### src/rtl/serial_digit_adder_pkg.sv
// Shared types and sizing helpers for the digit-serial adder/subtractor.
package adder_pkg;

   typedef enum logic [1:0] {
      IDLE = 2'd0,
      RUN  = 2'd1,
      DONE = 2'd2
   } state_t;

   function automatic int n_slices(input int width, input int digit);
      return width / digit;
   endfunction

   // Slice counter needs at least one bit even when a single slice covers the word.
   function automatic int idx_width(input int n);
      return (n > 1) ? $clog2(n) : 1;
   endfunction

endpackage

### src/rtl/serial_digit_adder_if.sv
// Operand/result handshake bundle for serial_digit_adder.
interface serial_digit_adder_if #(
   parameter int WIDTH = 16
);
   logic             i_valid;
   logic             o_ready;
   logic [WIDTH-1:0] i_a;
   logic [WIDTH-1:0] i_b;
   logic             i_carry_in;
   logic             i_sub;
   logic             o_valid;
   logic             i_ready;
   logic [WIDTH-1:0] o_s;
   logic             o_carry_out;
   logic             o_overflow;

   modport slave (
      input  i_valid, i_a, i_b, i_carry_in, i_sub, i_ready,
      output o_ready, o_valid, o_s, o_carry_out, o_overflow
   );

   modport master (
      output i_valid, i_a, i_b, i_carry_in, i_sub, i_ready,
      input  o_ready, o_valid, o_s, o_carry_out, o_overflow
   );
endinterface

### src/rtl/serial_digit_adder_rca.sv
// Combinational DIGIT-bit ripple-carry adder built from full-adder cells.
module ripple_carry_adder_n #(
   parameter int DIGIT = 4
) (
   input  logic [DIGIT-1:0] i_a,
   input  logic [DIGIT-1:0] i_b,
   input  logic             i_carry_in,
   output logic [DIGIT-1:0] o_s,
   output logic             o_carry_out
);
   logic [DIGIT:0] c;

   assign c[0] = i_carry_in;

   for (genvar k = 0; k < DIGIT; k++) begin : g_fa
      assign o_s[k]   = i_a[k] ^ i_b[k] ^ c[k];
      assign c[k+1]   = (i_a[k] & i_b[k]) | (c[k] & (i_a[k] ^ i_b[k]));
   end

   assign o_carry_out = c[DIGIT];
endmodule

### src/rtl/serial_digit_adder.sv
// Digit-serial adder/subtractor: one DIGIT-bit slice per clock through a single
// ripple-carry slice, with valid/ready handshakes on operands and result.
module serial_digit_adder
   import adder_pkg::*;
#(
   parameter int WIDTH = 16,
   parameter int DIGIT = 4
) (
   input  logic                i_clk,
   input  logic                i_reset,
   serial_digit_adder_if.slave bus
);
   // state | meaning
   // IDLE  | o_ready high, waiting for operands
   // RUN   | one slice per cycle, LSB slice first
   // DONE  | result held with o_valid high until i_ready

   localparam int N  = n_slices(WIDTH, DIGIT);
   localparam int IW = idx_width(N);
   localparam logic [IW-1:0] LAST = IW'(N - 1);

   state_t            state_q, state_d;
   logic [IW-1:0]     idx_q, idx_d;
   logic [WIDTH-1:0]  a_q, a_d;
   logic [WIDTH-1:0]  b_q, b_d;
   logic              carry_q, carry_d;
   logic [WIDTH-1:0]  s_q, s_d;
   logic              co_q, co_d;
   logic              ov_q, ov_d;
   logic              ready_q, ready_d;
   logic              valid_q, valid_d;

   logic [DIGIT-1:0]       sum_sl;
   logic                   c_sl;
   logic [WIDTH+DIGIT-1:0] s_shift;

   // Operands shift right each slice so the adder always sees bits [DIGIT-1:0];
   // the sum enters the result from the top, landing aligned after N slices.
   ripple_carry_adder_n #(.DIGIT(DIGIT)) u_rca (
      .i_a        (a_q[DIGIT-1:0]),
      .i_b        (b_q[DIGIT-1:0]),
      .i_carry_in (carry_q),
      .o_s        (sum_sl),
      .o_carry_out(c_sl)
   );

   always_comb begin
      state_d = state_q;
      idx_d   = idx_q;
      a_d     = a_q;
      b_d     = b_q;
      carry_d = carry_q;
      s_d     = s_q;
      co_d    = co_q;
      ov_d    = ov_q;
      ready_d = ready_q;
      valid_d = valid_q;
      s_shift = {sum_sl, s_q};

      case (state_q)
         IDLE: begin
            if (bus.i_valid) begin
               // Subtraction runs as A + ~B + !borrow_in.
               a_d     = bus.i_a;
               b_d     = bus.i_sub ? ~bus.i_b : bus.i_b;
               carry_d = bus.i_carry_in ^ bus.i_sub;
               idx_d   = '0;
               ready_d = 1'b0;
               state_d = RUN;
            end
         end
         RUN: begin
            a_d     = a_q >> DIGIT;
            b_d     = b_q >> DIGIT;
            carry_d = c_sl;
            s_d     = s_shift[WIDTH+DIGIT-1:DIGIT];
            idx_d   = idx_q + IW'(1);
            if (idx_q == LAST) begin
               idx_d   = '0;
               co_d    = c_sl;
               ov_d    = (a_q[DIGIT-1] == b_q[DIGIT-1]) && (sum_sl[DIGIT-1] != a_q[DIGIT-1]);
               valid_d = 1'b1;
               state_d = DONE;
            end
         end
         DONE: begin
            if (bus.i_ready) begin
               valid_d = 1'b0;
               ready_d = 1'b1;
               state_d = IDLE;
            end
         end
         default: begin
            valid_d = 1'b0;
            ready_d = 1'b1;
            state_d = IDLE;
         end
      endcase
   end

   always_ff @(posedge i_clk or posedge i_reset) begin
      if (i_reset) begin
         state_q <= IDLE;
         idx_q   <= '0;
         a_q     <= '0;
         b_q     <= '0;
         carry_q <= 1'b0;
         s_q     <= '0;
         co_q    <= 1'b0;
         ov_q    <= 1'b0;
         ready_q <= 1'b1;
         valid_q <= 1'b0;
      end else begin
         state_q <= state_d;
         idx_q   <= idx_d;
         a_q     <= a_d;
         b_q     <= b_d;
         carry_q <= carry_d;
         s_q     <= s_d;
         co_q    <= co_d;
         ov_q    <= ov_d;
         ready_q <= ready_d;
         valid_q <= valid_d;
      end
   end

   assign bus.o_ready     = ready_q;
   assign bus.o_valid     = valid_q;
   assign bus.o_s         = s_q;
   assign bus.o_carry_out = co_q;
   assign bus.o_overflow  = ov_q;
endmodule

### src/flat_wrapper.sv
// flat-port wrapper written by rule: the top's interface ports become plain ports
module serial_digit_adder_flat import adder_pkg::*;
#(
   parameter int WIDTH = 16,
   parameter int DIGIT = 4
)
  (i_clk, i_reset, bus_i_valid, bus_i_a, bus_i_b, bus_i_carry_in, bus_i_sub, bus_i_ready, bus_o_ready, bus_o_valid, bus_o_s, bus_o_carry_out, bus_o_overflow);
  serial_digit_adder_if #(.WIDTH(WIDTH)) bus_i ();
  input  logic i_clk;
  input  logic i_reset;
  input wire logic [$bits(bus_i.i_valid)-1:0] bus_i_valid;
  input wire logic [$bits(bus_i.i_a)-1:0] bus_i_a;
  input wire logic [$bits(bus_i.i_b)-1:0] bus_i_b;
  input wire logic [$bits(bus_i.i_carry_in)-1:0] bus_i_carry_in;
  input wire logic [$bits(bus_i.i_sub)-1:0] bus_i_sub;
  input wire logic [$bits(bus_i.i_ready)-1:0] bus_i_ready;
  output wire logic [$bits(bus_i.o_ready)-1:0] bus_o_ready;
  output wire logic [$bits(bus_i.o_valid)-1:0] bus_o_valid;
  output wire logic [$bits(bus_i.o_s)-1:0] bus_o_s;
  output wire logic [$bits(bus_i.o_carry_out)-1:0] bus_o_carry_out;
  output wire logic [$bits(bus_i.o_overflow)-1:0] bus_o_overflow;
  assign bus_i.i_valid = bus_i_valid;
  assign bus_i.i_a = bus_i_a;
  assign bus_i.i_b = bus_i_b;
  assign bus_i.i_carry_in = bus_i_carry_in;
  assign bus_i.i_sub = bus_i_sub;
  assign bus_i.i_ready = bus_i_ready;
  assign bus_o_ready = bus_i.o_ready;
  assign bus_o_valid = bus_i.o_valid;
  assign bus_o_s = bus_i.o_s;
  assign bus_o_carry_out = bus_i.o_carry_out;
  assign bus_o_overflow = bus_i.o_overflow;
  serial_digit_adder #(.WIDTH(WIDTH), .DIGIT(DIGIT)) u_core (.i_clk(i_clk), .i_reset(i_reset), .bus(bus_i));
endmodule
### config.mk
export PLATFORM = sky130hd
export DESIGN_NAME = serial_digit_adder_flat
export DESIGN_NICKNAME = d
export VERILOG_FILES = /design/src/rtl/serial_digit_adder_pkg.sv /design/src/rtl/serial_digit_adder_if.sv /design/src/rtl/serial_digit_adder_rca.sv /design/src/rtl/serial_digit_adder.sv /design/src/flat_wrapper.sv
export SDC_FILE = /design/constraint.sdc
export NUM_CORES = 1
export LEC_CHECK = 0
export CAP_MARGIN = 5
export CORE_MARGIN = 2
export CORE_UTILIZATION = 57
export CTS_BUF_LIST = sky130_fd_sc_hd__clkbuf_8
export DETAILED_ROUTE_END_ITERATION = 10
export GPL_TIMING_DRIVEN = 0
export PLACE_DENSITY = 0.94
export RECOVER_POWER = 50
export SLEW_MARGIN = 20
export SYNTH_ARGS = -nofsm -noshare
export SYNTH_HDL_FRONTEND = slang
export SYNTH_HIERARCHICAL = 1
export SYNTH_SLANG_ARGS = --single-unit
### constraint.sdc
create_clock -name i_clk -period 6.3 [get_ports i_clk]
set_clock_uncertainty 0.1 [all_clocks]
set_input_delay 0.945 -clock i_clk [delete_from_list [all_inputs] [get_ports i_clk]]
set_output_delay 0.945 -clock i_clk [all_outputs]
set_load 0.02 [all_outputs]
; Yosys cells after proc, flatten, opt, wreduce, memory -nomap -nowiden
; Cells that the tools add are included.
[op_classes]
n_mux = 20
reduce_logical = 8
bitwise_logic = 24
eq_ne = 8
addsub = 1
[op_table]
columns = op, count
row1 = $pmux W16 S2, 2
row2 = $mux W16, 3
row3 = $not A16 Y16, 1
row4 = $mux W2, 5
row5 = $reduce_and A3 Y1, 3
row6 = $xor A1 B1 Y1, 9
row7 = $and A1 B1 Y1, 8
row8 = $pmux W1 S3, 2
row9 = $pmux W2 S3, 1
row10 = $mux W1, 5
row11 = $eq A2 B2 Y1 const B, 2
row12 = $ne A2 B2 Y1 const B, 2
row13 = $or A1 B1 Y1, 4
row14 = $pmux W2 S2, 1
row15 = $reduce_and A2 Y1, 2
row16 = $add A2 B1 Y2 const B, 1
row17 = $eq A2 B1 Y1 const B, 1
row18 = $logic_not A2 Y1, 1
row19 = $ne A2 B1 Y1 const B, 1
row20 = $not A1 Y1, 2
row21 = $pmux W1 S2, 1
row22 = $reduce_bool A2 Y1, 1
row23 = $eq A1 B1 Y1, 1
row24 = $logic_and A1 B1 Y1, 1
row25 = $ne A1 B1 Y1, 1
[word_totals]
reg_bits = 57
inputBits = 38
output_inout_bits = 20
elab_cells = 71

; Depth between registers and ports, before layout
; Gate-level depths: netlist (run 1).
[depth]
depth_word = 10
mapped_depth = 11
ltp_nobuf = 11

; Hierarchy
; The synthesis (run 1) kept the hierarchy.
[by_module_without_submodules]
columns = mod, area_per_inst_um2, n_inst, seq_area_each_um2, cells_per_inst
row1 = serial_digit_adder, 2715.1, 1, 1427.6, 248
row2 = ripple_carry_adder_n, 117.6, 1, 0.0, 14

; Least setup slack after synthesis (run 1)
; OpenSTA, ideal clock, no wires.
[synth_path]
path_kind = flip-flop to flip-flop
from = register u_core.a_q[0]
to = register u_core.ov_q (netlist: u_core/bus.o_overflow)
arrival_time_ns = 2.245
n_path_buf = 0
stages_incl_launch_ff = 11
slack_ns = 3.830
required_ns = 6.075
period_less_slack_ns = 2.470
setup_ns = 0.125
path_cell_list = dfrtp_1 > fa_1 > inv_1 > fa_1 > inv_1 > fa_1 > inv_1 > fa_1 > inv_1 > o22ai_1 > mux2_2
[synth_between]
elab_chain_cells = 10
word_cells_on_any_way = 11
cone_classes = 1 x eq/ne / 9 x bitwise / 1 x reduce/logical
[synth_lines]
columns = element, line
row1 = start: declaration, serial_digit_adder.sv:24  ; logic [WIDTH-1:0] a_q, a_d;
row2 = start signal: assignment, serial_digit_adder.sv:105  ; a_q <= '0;
row3 = start signal: assignment, serial_digit_adder.sv:116  ; a_q <= a_d;
row4 = $xor A1 B1 Y1, serial_digit_adder_rca.sv:17  ; assign c[k+1] = (i_a[k] & i_b[k]) | (c[k] & (i_a[k] ^ i_b[k]));
row5 = $and A1 B1 Y1, serial_digit_adder_rca.sv:17
row6 = $or A1 B1 Y1 *, serial_digit_adder_rca.sv:17
row7 = $and A1 B1 Y1 *, serial_digit_adder_rca.sv:17
row8 = $or A1 B1 Y1 *, serial_digit_adder_rca.sv:17
row9 = $and A1 B1 Y1 *, serial_digit_adder_rca.sv:17
row10 = $or A1 B1 Y1 *, serial_digit_adder_rca.sv:17
row11 = $xor A1 B1 Y1 *, serial_digit_adder_rca.sv:16  ; assign o_s[k] = i_a[k] ^ i_b[k] ^ c[k];
row12 = net u_core.sum_sl[3], serial_digit_adder.sv:33  ; logic [DIGIT-1:0] sum_sl;
row13 = $ne A1 B1 Y1 *, serial_digit_adder.sv:81  ; ov_d = (a_q[DIGIT-1] == b_q[DIGIT-1]) && (sum_sl[DIGIT-1] != a_q[DIGIT-1]);
row14 = $logic_and A1 B1 Y1 *, serial_digit_adder.sv:81
row15 = end signal: assignment, serial_digit_adder.sv:121  ; ov_q <= ov_d;
row16 = end: declaration, serial_digit_adder.sv:29  ; logic ov_q, ov_d;
; Mark *: on every way through the listed nets, which the timed path passes. The rest lies on a longest branch.
; A chain may end at the register's enable or synchronous reset.

==> run summary, run 1 <==
layout cell share with drive strength beyond 1 - 0.150
largest family of logic cells by synthesized area - compound AO/OA/AOI/OAI gates
Critical Path RT - 6.29 ns
Root Buffer - clkbuf_8
Setup WS post-layout - 3.40 ns
Routed Antenna Nets - 0
Synth Area in Adders - 0.0327
Setup crit end kind - asynchronous set/reset pin
first-pass GRT wire length - 10,300 µm
Slowest cell on crit path - clkinvlp_2
H-tree Lvls - 3
Layout Area Growth over Synthesis - 28.8%
Tot Pwr - 0.00170 W
R2R setup slack - 3.68 ns
Clock Sinks - 57
count of final hold-check violations - 0
pre-CTS WS - 3.63 ns
cell family with most CP delay - buffers and inverters
Post-Syn Area - 0.00283 mm²
Final min period - 2.90 ns
# rows - 25
DRT Pass-1 Iters - 4
crit path cell chain - dlygate4sd3_1 > clkinvlp_2
Yosys reg bits - 57
final setup fails - 0
Cells on Worst Hold Path - 2
post-synthesis average cell area - 10.8 µm²
drt initial violations - 164
HP Class - register to register
gr usage total - 0.250
drt total wl - 6110 µm
final period utilization - 0.461
Worst Path Class, Setup - primary input to asynchronous set/reset pin
Fmax achieved - 344 MHz
crit path buf inv count - 2
Peak VDD IR - 0.000248 V
detailed-route via count - 2,202
pin count of the biggest net entering global routing - 58
port buffer count - 56
io pins - 58
syn_nets - 305
Resized cells post-CTS - 0
simple-gate share of the synthesized area - 0.103
clock buffer depth - 2
RSZ-0062 raised after global routing - no
grt ovf - 0
Slew Limit Fails - 58
Leakage - 1.62 nW
hpwl dp - 4400 µm
clock transition at the registers of the reported paths - 0.06 ns
setup TNS - 0 ns
Initial Utilization - 0.596
Worst-Skew Late Latency - 0.34 ns
vias in the first global route - 2,278
vias per cell - 5.49
layout net count - 372
slew margin rel. - -0.610
Post-CTS Repair Setup Buffers - 0
mux share of post-synthesis cell area - 0.0751
max cap viols - 1
die width - 74.5 µm
CTS tree - built
antenna cell count - 0
failing checks - max-capacitance violations, max-slew violations
post-synthesis compound-gate area fraction - 0.167
number of unique standard cell types used by synthesis - 30
Mapped Cells - 262
Critical Path AT - 2.89 ns
CP Launch Type - primary input
Critical Path Fanout Max - 57
Die Y - 74.5 µm
slew at the pin closest to its max-slew limit - 2.40 ns
Post-Synth XOR/XNOR Area - 0.0526
Post-route DRC - 0
Worst R2R Path Depth - 10
core area - 0.00475 mm²
DR WL/cell - 15.2 µm
GP Congestion - 0.830
CTS buffer count - 9
part of the Yosys area used for sequential elements - 0.504
die area - 0.00555 mm²
initial antenna violation count - 0
Yosys Warn Count - 6
CP Depth - 2
outcome - complete, but fails checks
cts hold-fix bufs - 0
PwrDens - 467 mW/mm²
Crit path largest cell delay - 1.37 ns
[synthesized netlist by cell type]
| cell type | count | share of area |
|---|---|---|
| buf_2 | 10 | 0.018 |
| nor2b_1 | 8 | 0.018 |
| ha_1 | 1 | 0.0044 |
| a21oi_1 | 18 | 0.032 |
| xor2_1 | 4 | 0.012 |
| mux2_2 | 18 | 0.072 |
| nand2b_1 | 1 | 0.0022 |
| dfrtp_1 | 56 | 0.49 |
| buf_1 | 1 | 0.0013 |
| nor2_1 | 4 | 0.0053 |
| buf_4 | 1 | 0.0027 |
| dfstp_2 | 1 | 0.0093 |
| o21bai_2 | 1 | 0.0040 |
| clkbuf_1 | 6 | 0.0079 |
| inv_1 | 21 | 0.028 |
| mux2i_1 | 1 | 0.0035 |
| fa_1 | 4 | 0.028 |
| buf_6 | 2 | 0.0079 |
| o211ai_1 | 5 | 0.013 |
| o22ai_1 | 1 | 0.0022 |
| a22oi_1 | 5 | 0.013 |
| nand2_1 | 28 | 0.037 |
| or3b_4 | 1 | 0.0040 |
| xnor2_1 | 13 | 0.040 |
| a22o_1 | 5 | 0.015 |
| and3b_1 | 12 | 0.037 |
| a221o_2 | 5 | 0.020 |
| a221o_1 | 3 | 0.011 |
| o32ai_1 | 8 | 0.025 |
| o21ai_0 | 18 | 0.032 |
[cells by family after synthesis]
family / after synthesis
AND/OR/NAND/NOR: 54
XOR/XNOR: 17
multiplexers: 19
adder cells (fa/ha/maj): 5
buffers and inverters: 41
AO/OA/AOI/OAI: 69
flip-flops: 57
[final cells by class]
cell class | instances | area [µm²]
Fill cell | 345 | 1110
Inverter | 21 | 80.1
Buffer | 20 | 101
Sequential cell | 57 | 1430
Tap cell | 67 | 83.8
Timing Repair Buffer | 56 | 561
Multi-Input combinational cell | 164 | 1220
Clock buffer | 11 | 151
Clock inverter | 5 | 22.5
[state kept, by name, summed over array words and instances (netlist names)]
| signal | flops |
|---|---|
| u_core/state_q | 2 |
| u_core/bus.o_s | 16 |
| u_core/carry_q | 1 |
| u_core/bus.o_valid | 1 |
| u_core/b_q | 16 |
| u_core/bus.o_ready | 1 |
| u_core/bus.o_overflow | 1 |
| u_core/a_q | 16 |
| u_core/idx_q | 2 |
| u_core/bus.o_carry_out | 1 |
[layout by cell type, fill, tap and decap left out, drive strengths merged, types with 4 or more instances in the layout]
cell	instances
xor2	4
a221o	8
o21ai	18
and3b	12
xnor2	13
o32ai	8
inv	22
a22o	5
a22oi	5
nor2	4
dfrtp	56
clkdlybuf4s50	54
buf	10
nor2b	8
clkbuf	21
nand2	28
a21oi	18
mux2	18
fa	4
o211ai	5
[layer usage]
| metal | track usage | wire, µm | up-vias |
|---|---|---|---|
| met1 | 0.312 | 2550 | 1078 |
| met2 | 0.419 | 3130 | 66 |
| li1 | - | - | 1044 |
| met3 | 0.0447 | 261 | 14 |
| met4 | 0.127 | 163 | 0 |
| met5 | 0 | 0 | - |
[power breakdown]
part | total [W] | leakage (nW) | switching (W) | internal, W
clock network | 0.000298 | 0.101 | 0.000139 | 0.000159
registers | 0.000623 | 0.728 | 0.000101 | 0.000522
logic | 0.000781 | 0.786 | 0.000400 | 0.000381
total | 0.00170 | 1.62 | 0.000640 | 0.00106
[through the flow]
stage	hold slack, ns	instances	utilization	area, µm²
after floorplan	0.350	262	-	2830
after global placement	0.350	385	0.731	3480
after detailed placement	0.351	385	0.732	3480
after CTS	0.369	401	0.768	3650
after global routing	0.389	401	0.767	3650
final	0.364	401	0.767	3650
[worst paths after layout]
check                                                     to                           start
max                               u_core/b_q[15]$_DFFE_PP0P_                         i_reset
min                           u_core/bus.o_ready$_DFFE_PP1P_  u_core/bus.o_ready$_DFFE_PP1P_
max reg2reg                u_core/bus.o_overflow$_DFFE_PP0P_       u_core/a_q[0]$_DFFE_PP0P_
min reg2reg                   u_core/bus.o_ready$_DFFE_PP1P_  u_core/bus.o_ready$_DFFE_PP1P_
max in group i_clk         u_core/bus.o_overflow$_DFFE_PP0P_       u_core/a_q[0]$_DFFE_PP0P_
min in group asynchronous      u_core/bus.o_s[7]$_DFFE_PP0N_                         i_reset
(Power assumes the default switching activity.)
==> run 2, diff against run 1 <==
CORE_UTILIZATION = 48   (was 57)
PLACE_DENSITY = 0.85   (was 0.94)
clock period = 2.4 ns   (was 6.3 ns; I/O delays follow)
==> run summary, run 2 (same netlist as run 1, synthesis figures left out) <==
RR Endpoint - u_core/bus.o_overflow$_DFFE_PP0P_
fin util - 0.653 (-0.114)
slew at the pin closest to its max-slew limit - 1.15 ns (-1.25 ns)
grt ovf - 0 (unchanged)
Setup crit end kind - register
failing checks - negative setup slack
vias per cell - 5.38 (-2.0%)
count of final hold-check violations - 0 (unchanged)
die area - 0.00653 mm² (+18%)
io pins - 58 (unchanged)
CP Launch Type - register
RSZ-0062 raised after global routing - yes
worst hold start - u_core/bus.o_ready$_DFFE_PP1P_
PwrDens - 1220 mW/mm² (+160%)
gr usage total - 0.210 (-0.0402)
Clock Sinks - 57 (unchanged)
HP Class - register to register
cell family with most CP delay - adder cells
first-pass GRT wire length - 10,200 µm (-1.6%)
Critical Path AT - 2.62 ns (-0.27 ns)
layout net count - 375 (+0.81%)
pin count of the biggest net entering global routing - 58 (unchanged)
max cap viols - 0 (-1)
Crit path largest cell delay - 0.42 ns (-0.95 ns)
Die Y - 80.8 µm (+8.5%)
CTS buffer count - 9 (unchanged)
crit path cell chain - fa_2 > inv_2 > fa_1 > inv_1 > fa_2 > inv_2 > fa_1 > inv_2 > o22ai_2 > mux2_2
Critical Path RT - 2.52 ns (-3.77 ns)
slew margin rel. - 0.233 (+0.843)
clock transition at the registers of the reported paths - 0.07 ns (about the same)
GP Congestion - 0.779 (-6.1%)
port buffer count - 56 (unchanged)
Layout Area Growth over Synthesis - 29.3%
initial antenna violation count - 0 (unchanged)
setup TNS - -0.0994 ns (-0.0994 ns)
commonest non-fill, non-tap cell in the layout - dfrtp_1
Root Buffer - clkbuf_8
CTS tree - built
Leakage - 1.63 nW (+0.83%)
Crit path top cell by count - inv_2
layout cell share with drive strength beyond 1 - 0.163 (+0.0135)
outcome - complete, but fails checks
clock buffer depth - 2 (unchanged)
final setup fails - 1 (+1)
hpwl dp - 4410 µm (+0.32%)
# rows - 27 (+8.0%)
commonest cells after routing, fill and taps aside - 56 x dfrtp_1, 54 x clkdlybuf4s50_1, 28 x nand2_1
Post-route DRC - 0 (unchanged)
Worst Path Class, Setup - register to register
Peak VDD IR - 0.000607 V (+140%)
die width - 80.8 µm (+8.5%)
Hold WS - 0.379 ns (+0.0150 ns)
Cells on Worst Hold Path - 2 (unchanged)
Fmax achieved - 400 MHz
Slew Limit Fails - 0 (-100%)
final period utilization - 1.04
Critical Path Fanout Max - 3 (-95%)
DR WL/cell - 15.1 µm (-1.1%)
H-tree Lvls - 3 (unchanged)
Slowest cell on crit path - fa_1
drt initial violations - 71 (-57%)
antenna cell count - 0 (unchanged)
Setup WS post-layout - -0.0994 ns (-3.50 ns)
Initial Utilization - 0.505 (-0.0907)
Worst-Skew Late Latency - 0.34 ns (about the same)
drt total wl - 6160 µm (+0.90%)
Routed Antenna Nets - 0 (unchanged)
Worst R2R Path Depth - 10 (unchanged)
hold worst-path end - u_core/bus.o_ready$_DFFE_PP1P_
DRT Pass-1 Iters - 4 (unchanged)
cts hold-fix bufs - 0 (unchanged)
vias in the first global route - 2,233 (-2.0%)
detailed-route via count - 2,202 (unchanged)
FF-to-FF Start - u_core/carry_q$_DFFE_PP0P_
core area - 0.00561 mm² (+18%)
crit path buf inv count - 4 (+2)
Final min period - 2.50 ns
R2R setup slack - -0.1 ns (-3.78 ns)
## run 2: changes by cell type in the layout (fill, tap and decap cells not counted), moves of 2 or more
cell	before	now
clkinv_2	3	1
inv_2	0	4
fa_2	0	2
fa_1	4	2
buf_4	1	4
## run 2: how the worst max path moves through the flow
| stage | depth (start not counted) | slack (ns) | start | end |
|---|---|---|---|---|
| after floorplan | 10 | -0.03 | u_core/a_q[0]$_DFFE_PP0P_ | u_core/bus.o_overflow$_DFFE_PP0P_ |
| after global placement | 2 | -0.42 | i_reset | u_core/b_q[13]$_DFFE_PP0P_ |
| after detailed placement | 10 | -0.14 | u_core/a_q[0]$_DFFE_PP0P_ | u_core/bus.o_overflow$_DFFE_PP0P_ |
| after CTS | 10 | -0.1 | u_core/carry_q$_DFFE_PP0P_ | u_core/bus.o_overflow$_DFFE_PP0P_ |
| after global routing | 10 | -0.19 | u_core/carry_q$_DFFE_PP0P_ | u_core/bus.o_overflow$_DFFE_PP0P_ |
| final | 10 | -0.1 | u_core/carry_q$_DFFE_PP0P_ | u_core/bus.o_overflow$_DFFE_PP0P_ |
## run 2: layer usage
| metal | up-vias | part of all wire | track usage |
|---|---|---|---|
| met1 | 1087 | 0.45 | 0.265 |
| met3 | 9 | 0.038 | 0.0411 |
| met4 | 0 | 0.019 | 0.117 |
| met2 | 61 | 0.49 | 0.339 |
| met5 | - | 0 | 0 |
| li1 | 1045 | - | - |
## run 2: repair_timing
item,4_1_cts,5_1_grt
resized for setup,5,0
setup buffers,2,1
setup endpoints to repair,1,2
pin swaps,2,0
## run 2: power by group
part	internal, W	switching (W)	total, W
registers	0.00137	0.000264	0.00163
clock network	0.000382	0.000356	0.000738
logic	0.00102	0.00106	0.00208
total	0.00278	0.00168	0.00445
## run 2: metrics by stage
stage | instance area (µm²) | cells | total power (W) | worst slack [ns]
after floorplan | 2840 | 262 | 0.00298 | -0.0323
after global placement | 3490 | 390 | 0.00360 | -0.418
after detailed placement | 3490 | 390 | 0.00371 | -0.140
after CTS | 3670 | 408 | 0.00450 | -0.0963
after global routing | 3660 | 409 | 0.00479 | -0.187
final | 3660 | 409 | 0.00445 | -0.0994
## run 2: final cells by class
cell class              instances  area (µm²)
clock buffers                  10         138
well taps                      72        90.1
flip-flops and latches         57        1430
multi-input cells             164        1230
plain buffers                  20        95.1
fillers                       484        1940
inverters                      21        78.8
clock inverters                 6        23.8
repair buffers                 59         583
## run 2: worst reg2reg max path: cells and delay by family, from the launching register on
family,cells,cell delay [ns]
adder cells (fa/ha/maj),4,1.28
multiplexers,1,0.26
flip-flops,1,0.40
AO/OA/AOI/OAI,1,0.08
buffers and inverters,4,0.26
